[src/rtl/tetromino_bag_scheduler.sv]
// tetromino_bag_scheduler: 7-bag filter and preview queue between the LFSR
// tetromino generator and the game FSM.
// Optional hold slot is compiled in when TETRIS_HOLD_EN is defined.
//
// state   | meaning
// --------+-------------------------------------------------------------
// S_FILL  | queue has a free entry; generator stepped and drawn each cycle
// S_FULL  | queue holds DEPTH entries; generator idle, retry count held
module tetromino_bag_scheduler #(
    parameter int DEPTH     = 4,
    parameter int MAX_RETRY = 8
) (
    input  logic                     clk,
    input  logic                     reset_n,
    output logic                     gen_enable,
    input  logic [2:0]               gen_idx,
    output logic                     piece_valid,
    input  logic                     piece_ready,
    output logic [2:0]               piece_idx,
    output logic [3*(DEPTH-1)-1:0]   preview_idx,
    output logic [3:0]               preview_count,
    output logic [6:0]               bag_mask
`ifdef TETRIS_HOLD_EN
    ,
    input  logic                     hold_req,
    input  logic [2:0]               active_idx,
    output logic                     hold_done,
    output logic [2:0]               hold_out_idx,
    output logic                     hold_valid
`endif
);

    localparam int RW = $clog2(MAX_RETRY + 1);
    localparam logic [RW-1:0] RETRY_LAST = RW'(MAX_RETRY - 1);

    typedef enum logic {S_FILL, S_FULL} state_t;

    state_t          state, state_nxt;
    logic [2:0]      q [DEPTH];
    logic [3:0]      count;
    logic [RW-1:0]   retry, retry_nxt;
    logic            push, pop, piece_pop, hold_pop;
    logic [2:0]      push_idx, free_idx;
    logic [3:0]      push_pos;
    logic [7:0]      mask_ext;
    logic [6:0]      mask_set;

    // gen_idx 7 indexes the padding bit, so it always reads as already drawn
    assign mask_ext  = {1'b1, bag_mask};
    assign piece_pop = piece_valid && piece_ready;
    assign pop       = piece_pop || hold_pop;
    assign push_pos  = pop ? (count - 4'd1) : count;
    assign mask_set  = bag_mask | (7'd1 << push_idx);

    // Lowest-numbered type not yet drawn in this bag, used by the forced pick
    always_comb begin
        free_idx = 3'd0;
        for (int i = 6; i >= 0; i--) begin
            if (!bag_mask[i]) free_idx = 3'(i);
        end
    end

    // Next-state, draw accept/reject and retry bookkeeping
    always_comb begin
        state_nxt  = state;
        gen_enable = 1'b0;
        push       = 1'b0;
        push_idx   = gen_idx;
        retry_nxt  = retry;
        case (state)
            S_FILL: begin
                gen_enable = reset_n;
                if (!mask_ext[gen_idx]) begin
                    push      = 1'b1;
                    retry_nxt = '0;
                end else if (retry == RETRY_LAST) begin
                    push      = 1'b1;
                    push_idx  = free_idx;
                    retry_nxt = '0;
                end else begin
                    retry_nxt = retry + 1'b1;
                end
                if (push && !pop && (count == 4'(DEPTH - 1))) state_nxt = S_FULL;
            end
            S_FULL: begin
                if (pop) state_nxt = S_FILL;
            end
            default: state_nxt = S_FILL;
        endcase
    end

    // State, retry counter and bag mask registers
    always_ff @(posedge clk or negedge reset_n) begin
        if (!reset_n) begin
            state    <= S_FILL;
            retry    <= '0;
            bag_mask <= '0;
        end else begin
            state <= state_nxt;
            retry <= retry_nxt;
            if (push) bag_mask <= (mask_set == 7'h7F) ? 7'h00 : mask_set;
        end
    end

    // Queue storage: shift on pop, write the new draw behind the last valid entry
    always_ff @(posedge clk or negedge reset_n) begin
        if (!reset_n) begin
            for (int i = 0; i < DEPTH; i++) q[i] <= 3'd0;
            count <= 4'd0;
        end else begin
            if (pop) begin
                for (int i = 0; i < DEPTH - 1; i++) q[i] <= q[i+1];
                q[DEPTH-1] <= 3'd0;
            end
            for (int i = 0; i < DEPTH; i++) begin
                if (push && (4'(i) == push_pos)) q[i] <= push_idx;
            end
            case ({push, pop})
                2'b10:   count <= count + 4'd1;
                2'b01:   count <= count - 4'd1;
                default: count <= count;
            endcase
        end
    end

    // Entries past count are kept at zero by the shift, so outputs read them directly
    always_comb begin
        piece_valid   = (count != 4'd0);
        piece_idx     = q[0];
        preview_count = count;
        preview_idx   = '0;
        for (int i = 1; i < DEPTH; i++) preview_idx[3*(i-1) +: 3] = q[i];
    end

`ifdef TETRIS_HOLD_EN
    logic       hold_accept, hold_lock;
    logic [2:0] hold_slot;

    // An empty slot needs a queue head to take, so the request stalls on an empty queue
    assign hold_accept = hold_req && !hold_lock && (hold_valid || piece_valid);
    assign hold_pop    = hold_accept && !hold_valid;

    // Hold slot, lock and done pulse
    always_ff @(posedge clk or negedge reset_n) begin
        if (!reset_n) begin
            hold_slot    <= 3'd0;
            hold_valid   <= 1'b0;
            hold_lock    <= 1'b0;
            hold_done    <= 1'b0;
            hold_out_idx <= 3'd0;
        end else begin
            hold_done <= hold_accept;
            if (hold_accept) begin
                hold_out_idx <= hold_valid ? hold_slot : q[0];
                hold_slot    <= active_idx;
                hold_valid   <= 1'b1;
                hold_lock    <= 1'b1;
            end else if (piece_pop) begin
                hold_lock <= 1'b0;
            end
        end
    end
`else
    assign hold_pop = 1'b0;
`endif

endmodule

[config.mk]
export PLATFORM = sky130hd
export DESIGN_NAME = tetromino_bag_scheduler
export DESIGN_NICKNAME = d
export VERILOG_FILES = /design/src/rtl/tetromino_bag_scheduler.sv
export SDC_FILE = /design/constraint.sdc
export NUM_CORES = 1
export LEC_CHECK = 0
export BUFFER_PORTS_ARGS = -buffer_cell sky130_fd_sc_hd__buf_4
export CORE_MARGIN = 3
export CORE_UTILIZATION = 55
export CTS_CLUSTER_SIZE = 28
export DETAILED_ROUTE_END_ITERATION = 8
export HOLD_SLACK_MARGIN = 0.05
export PLACE_DENSITY = 0.79
export REMOVE_ABC_BUFFERS = 1
export SLEW_MARGIN = 30
export SYNTH_ARGS = -nofsm -noshare
export SYNTH_HDL_FRONTEND = slang
export SYNTH_SLANG_ARGS = --single-unit
[constraint.sdc]
create_clock -name clk -period 3.3 [get_ports clk]
set_input_delay 0.495 -clock clk [delete_from_list [all_inputs] [get_ports clk]]
set_output_delay 0.495 -clock clk [all_outputs]
set_load 0.005 [all_outputs]
; ---- Yosys cells after proc, flatten, opt, wreduce, memory -nomap -nowiden
; Cells that the tools add are included.
[totals]
out_inout_bits = 25
elab_cells = 68
regBits = 28
[classes]
n_eq_ne = 8
shift = 1
magnitude_cmp = 1
add_sub_neg = 3
bitwise_logic = 2
muxes = 30
n_reduce_logical = 15
[op_table]
columns = op, n
row1 = $mux 3, 14
row2 = $mux 12, 1
row3 = $mux 4, 3
row4 = $reduce_bool 2->1, 5
row5 = $add 4x1->4 const B, 2
row6 = $eq 2x4->1 const A, 2
row7 = $mux 1, 8
row8 = $pmux 4 s2, 1
row9 = $eq 7x7->1 const B, 1
row10 = $logic_and 1x1->1, 7
row11 = $mux 7, 1
row12 = $or 7x7->7, 1
row13 = $shl 1x3->7 const A, 1
row14 = $eq 1x4->1 const A, 1
row15 = $eq 4x2->1 const B, 1
row16 = $eq 4x3->1 const B, 1
row17 = $logic_not 4->1, 1
row18 = $lt 3x4->1 const B, 1
row19 = $reduce_bool 4->1, 1
row20 = $sub 4x1->4 const B, 1
row21 = $bmux 1 s3, 1
row22 = $eq 2x1->1 const B, 1
row23 = $eq 2x2->1 const B, 1
row24 = $pmux 1 s2, 1
row25 = other kinds (2), 2

; ---- Longest topological paths before layout
[depth]
ltp_word = 14
depth_mapped = 11
mapped_depth_nobuf = 11

; ---- Worst setup path before layout
; Ideal clock, no wire load.
[synth_path]
path_type = flip-flop to flip-flop
start = register retry[0]
end = register bag_mask[0]
arrival_time_ns = 2.625
period_less_slack_ns = 2.769
path_buffers = 1
path_stages_with_launch = 10
setup_time_ns = 0.144
path_slack_ns = 0.531
t_required_ns = 3.156
path_cell_list = dfrtp_1 -> ha_1 -> and4bb_2 -> o311ai_2 -> or4_4 -> and2_4 -> buf_6 -> or4_4 -> a32oi_4 -> a21oi_1
[synth_via]
elab_chain_len = 8
elab_cells_between_ends = 12
cone_classes = eq/ne: 2 / shift: 1 / mux: 8 / bitwise: 1
[synth_rtl]
columns = element, line_no
row1 = "start, declared", 41  ; logic [RW-1:0] retry, retry_nxt;
row2 = "start signal, assigned", 100  ; retry <= retry_nxt;
row3 = $eq 4x3->1 *, 76  ; end else if (retry == RETRY_LAST) begin
row4 = $mux 3, 76
row5 = $mux 3, 73  ; if (!mask_ext[gen_idx]) begin
row6 = $mux 3, 70  ; case (state)
row7 = $shl 1x3->7, 53  ; assign mask_set = bag_mask | (7'd1 << push_idx);
row8 = $or 7x7->7, 53
row9 = $eq 7x7->1, 101  ; if (push) bag_mask <= (mask_set == 7'h7F) ? 7'h00 : mask_set;
row10 = $mux 7, 101
row11 = "end signal, assigned", 101
row12 = "end, declared", 22  ; output logic [6:0] bag_mask
; Mark *: on every way between the ends. The rest lies on a longest branch, timed or not. The select of a mux whose other input is x is not followed.
; A chain may end at the register's enable or synchronous reset.

; ---- Worst setup path after layout
[layout_path]
start = register retry[0]
end = register bag_mask[3]
; The elaborated chain is that of the path after synthesis.

==> impl_results.md <==
- Die Y-Extent: 62.9 um
- Ys async rst share: 100%
- Cts bufs inserted: 3
- Vias per std cell: 5.96
- Final Routed Wirelength: 3.95 mm
- F_max: 342 MHz
- Rel. slew slack: 53.1%
- Maximum number of pins on one net before global-route repair: 30
- Core area: 3080 um^2
- Crit Path Class: flip-flop to flip-flop
- DRT iter0 DRCs: 87
- WL/cell: 15.2 um
- Part of the cycle the worst path needs: 88.7%
- Area growth, synth to finish: 19.3%
- Setup tns final: 0 ps
- Global route overflow: 0
- Nature of the critical path endpoint: flip-flop
- H-tree depth: 1
- Setup Skew: between 10 and 15 ps
- DR vias: between 1,500 and 2,000
- Critical path startpoint category: flip-flop
- Initial Util: 57.9%
- Yosys cell types: 42
- Post-synthesis instance total: 183
- Sequential area share after synthesis: 39.3%
- Syn. warnings: 0
- PortBufs: 30
- Routability Congestion: 0.854
- Die Wd: around 63 um
- Worst EP arrival: 3140 ps
- Root Driver: clkbuf_4
- Sink Count: 28
- Post-placement cell area: 2060 um^2
- Fillers: between 200 and 250
- Worst Setup Slack, final: 374 ps
- Final setup vio count: 0
- Max IR drop VDD: approximately 0.00042 V
- Number of nets in the layout: about 230
- Max cap viols: 0
- Place WS: 346 ps
- 1st-pass router iterations: 4
- Clock transition at the registers of the reported paths: ~160 ps
- Synthesized area: 1780 um^2
- Post-DP HPWL: approximately 3.0 mm
- Most common cell after layout, fill and taps aside: buf_4
- Synth Flop Type: dfrtp_1
- Worst Path Max Fanout: 10
- IO Pins: 31
- Crit path required time: 3510 ps
- Worst-Margin Slew: 686 ps
- Post-route cell area: 2130 um^2
- Clk_lat worst skew: 340 ps
- Status: finished clean
- CTS tree: done
- Hold WC Path Type: flip-flop to flip-flop
- Maximum root-to-sink buffer count: 2
- Share of layout cells above drive strength 1: 22.7%
- Die Footprint: 3960 um^2
- First-pass GRT wire length: 7.00 mm
- Max Slew Vio Count: 0
- Pleak: between 0.9 and 1 nW
- Vias in the first global route: 1,540
- Post-CTS setup buffer count: 0
- Syn_area_per_cell: a little under 10 um^2
- Initial antenna violation count: 0
- #FFs+latches synth: 28
- DRC: 0
- # rows: 20
- Area taken by multi-input logic gates: 1030 um^2
- RSZ-0062 raised after global routing: false
- # diodes: 0
- EDFF count, synth: 0
- Crit path time final: between 2000 and 3000 ps
- Most frequent cells in the layout: buf_4 (33), dfrtp_1 (28), mux2i_1 (22)
- Cell Pwr Density: 837 nW/um^2
- Reg area: 701 um^2
- GRT Total Usage: 21.4%
- Final hold vios: 0
- Antenna-violating nets left: 0
## layer usage
metal	wire, um	share of wire [%]	global-route usage, %
met1	1780	45	28.0
met2	1970	50	36.4
met3	165	4.2	3.96
met4	25	0.63	4.96
met5	0	0	0
## state kept, by name, indices dropped and copies added (netlist names)
name           cells
state              1
preview_idx        9
retry              4
bag_mask           7
piece_idx          3
preview_count      4
## Yosys cell counts (2+ instances only)
| library cell | number | area (um^2) |
|---|---|---|
| dfrtp_1 | 28 | 701 |
| inv_1 | 7 | 26.3 |
| a2111oi_0 | 2 | 17.5 |
| xor2_1 | 2 | 17.5 |
| or4_4 | 2 | 22.5 |
| ha_1 | 4 | 50.1 |
| clkbuf_1 | 3 | 11.3 |
| nand3_1 | 7 | 35.0 |
| a31o_2 | 2 | 17.5 |
| nand4_1 | 3 | 18.8 |
| a31oi_1 | 8 | 50.1 |
| o21ai_0 | 8 | 40.0 |
| or4_1 | 2 | 15.0 |
| mux2_2 | 3 | 33.8 |
| nor2b_1 | 3 | 18.8 |
| mux2i_1 | 22 | 220 |
| nand2b_1 | 2 | 12.5 |
| o21a_1 | 3 | 22.5 |
| nand2_1 | 18 | 67.6 |
| xnor2_1 | 4 | 35.0 |
| o311a_1 | 2 | 20.0 |
| nor3_1 | 7 | 35.0 |
| a21oi_1 | 12 | 60.1 |
| nor2_1 | 11 | 41.3 |
## worst paths after layout
check / endpoint / start / cells after the start / slack [ps]
setup / recovery: bag_mask[3] / retry[0] / 8 / 370
hold / removal: preview_count[3] / preview_count[3] / 1 / 550
setup reg to reg: bag_mask[3] / retry[0] / 8 / 370
hold reg to reg: preview_count[3] / preview_count[3] / 1 / 550
max in group asynchronous: bag_mask[1] / reset_n / 2 / 2430
min in group asynchronous: preview_count[2] / reset_n / 2 / 590
## cell type report
type	instances	area share, %
clock buffer	3	1.06
clock inverter	1	1.41
inverter	8	1.41
multi-input combinational	142	48.5
sequential	28	32.9
tap	44	2.59
timing repair buffer	34	12.1
## where the power goes
| group | switching [mW] | internal [mW] |
|---|---|---|
| Sequential | 0.196 | 0.476 |
| Combinational | 0.435 | 0.446 |
| Clock | 0.104 | 0.123 |
| Total | 0.736 | 1.04 |
## worst max-delay path: stages, from the launching register on
cell	delay [ps]
dfrtp_1	440
ha_1	230
and4bb_2	280
o311ai_2	130
a2111oi_0	640
or2_1	370
nand4_1	160
a31oi_2	420
a21oi_1	130
## cells by family after synthesis
group                      count (synthesis)  share of synthesized area (%)
and+or+nand+nor                           60                           17.5
adders and majority gates                  4                           2.81
xor gates and xnor gates                   6                           2.95
AOI/OAI and AO/OA                         46                           18.5
DFF                                       28                           39.3
muxes                                     26                           15.7
buffers and inverters                     13                           3.23
## what timing repair did
action	CTS	global route
gates resized for setup	0	1
setup endpoints to repair	0	6
endpoints found under the hold margin	12	0
hold buffers	1	0
## through the flow
| stage | util (%) | std cells | hold slack (ps) | total power [mW] |
|---|---|---|---|---|
| finish | 69.1 | 260 | 551 | 1.78 |
| CTS | 68.9 | 260 | 552 | 1.78 |
| detailed placement | 66.9 | 255 | 436 | 1.55 |
| floorplan | - | 178 | 199 | 1.19 |
| global route | 69.1 | 260 | 581 | 1.94 |
| global placement | 66.9 | 255 | 424 | 1.51 |
(Power assumes the default switching activity.)
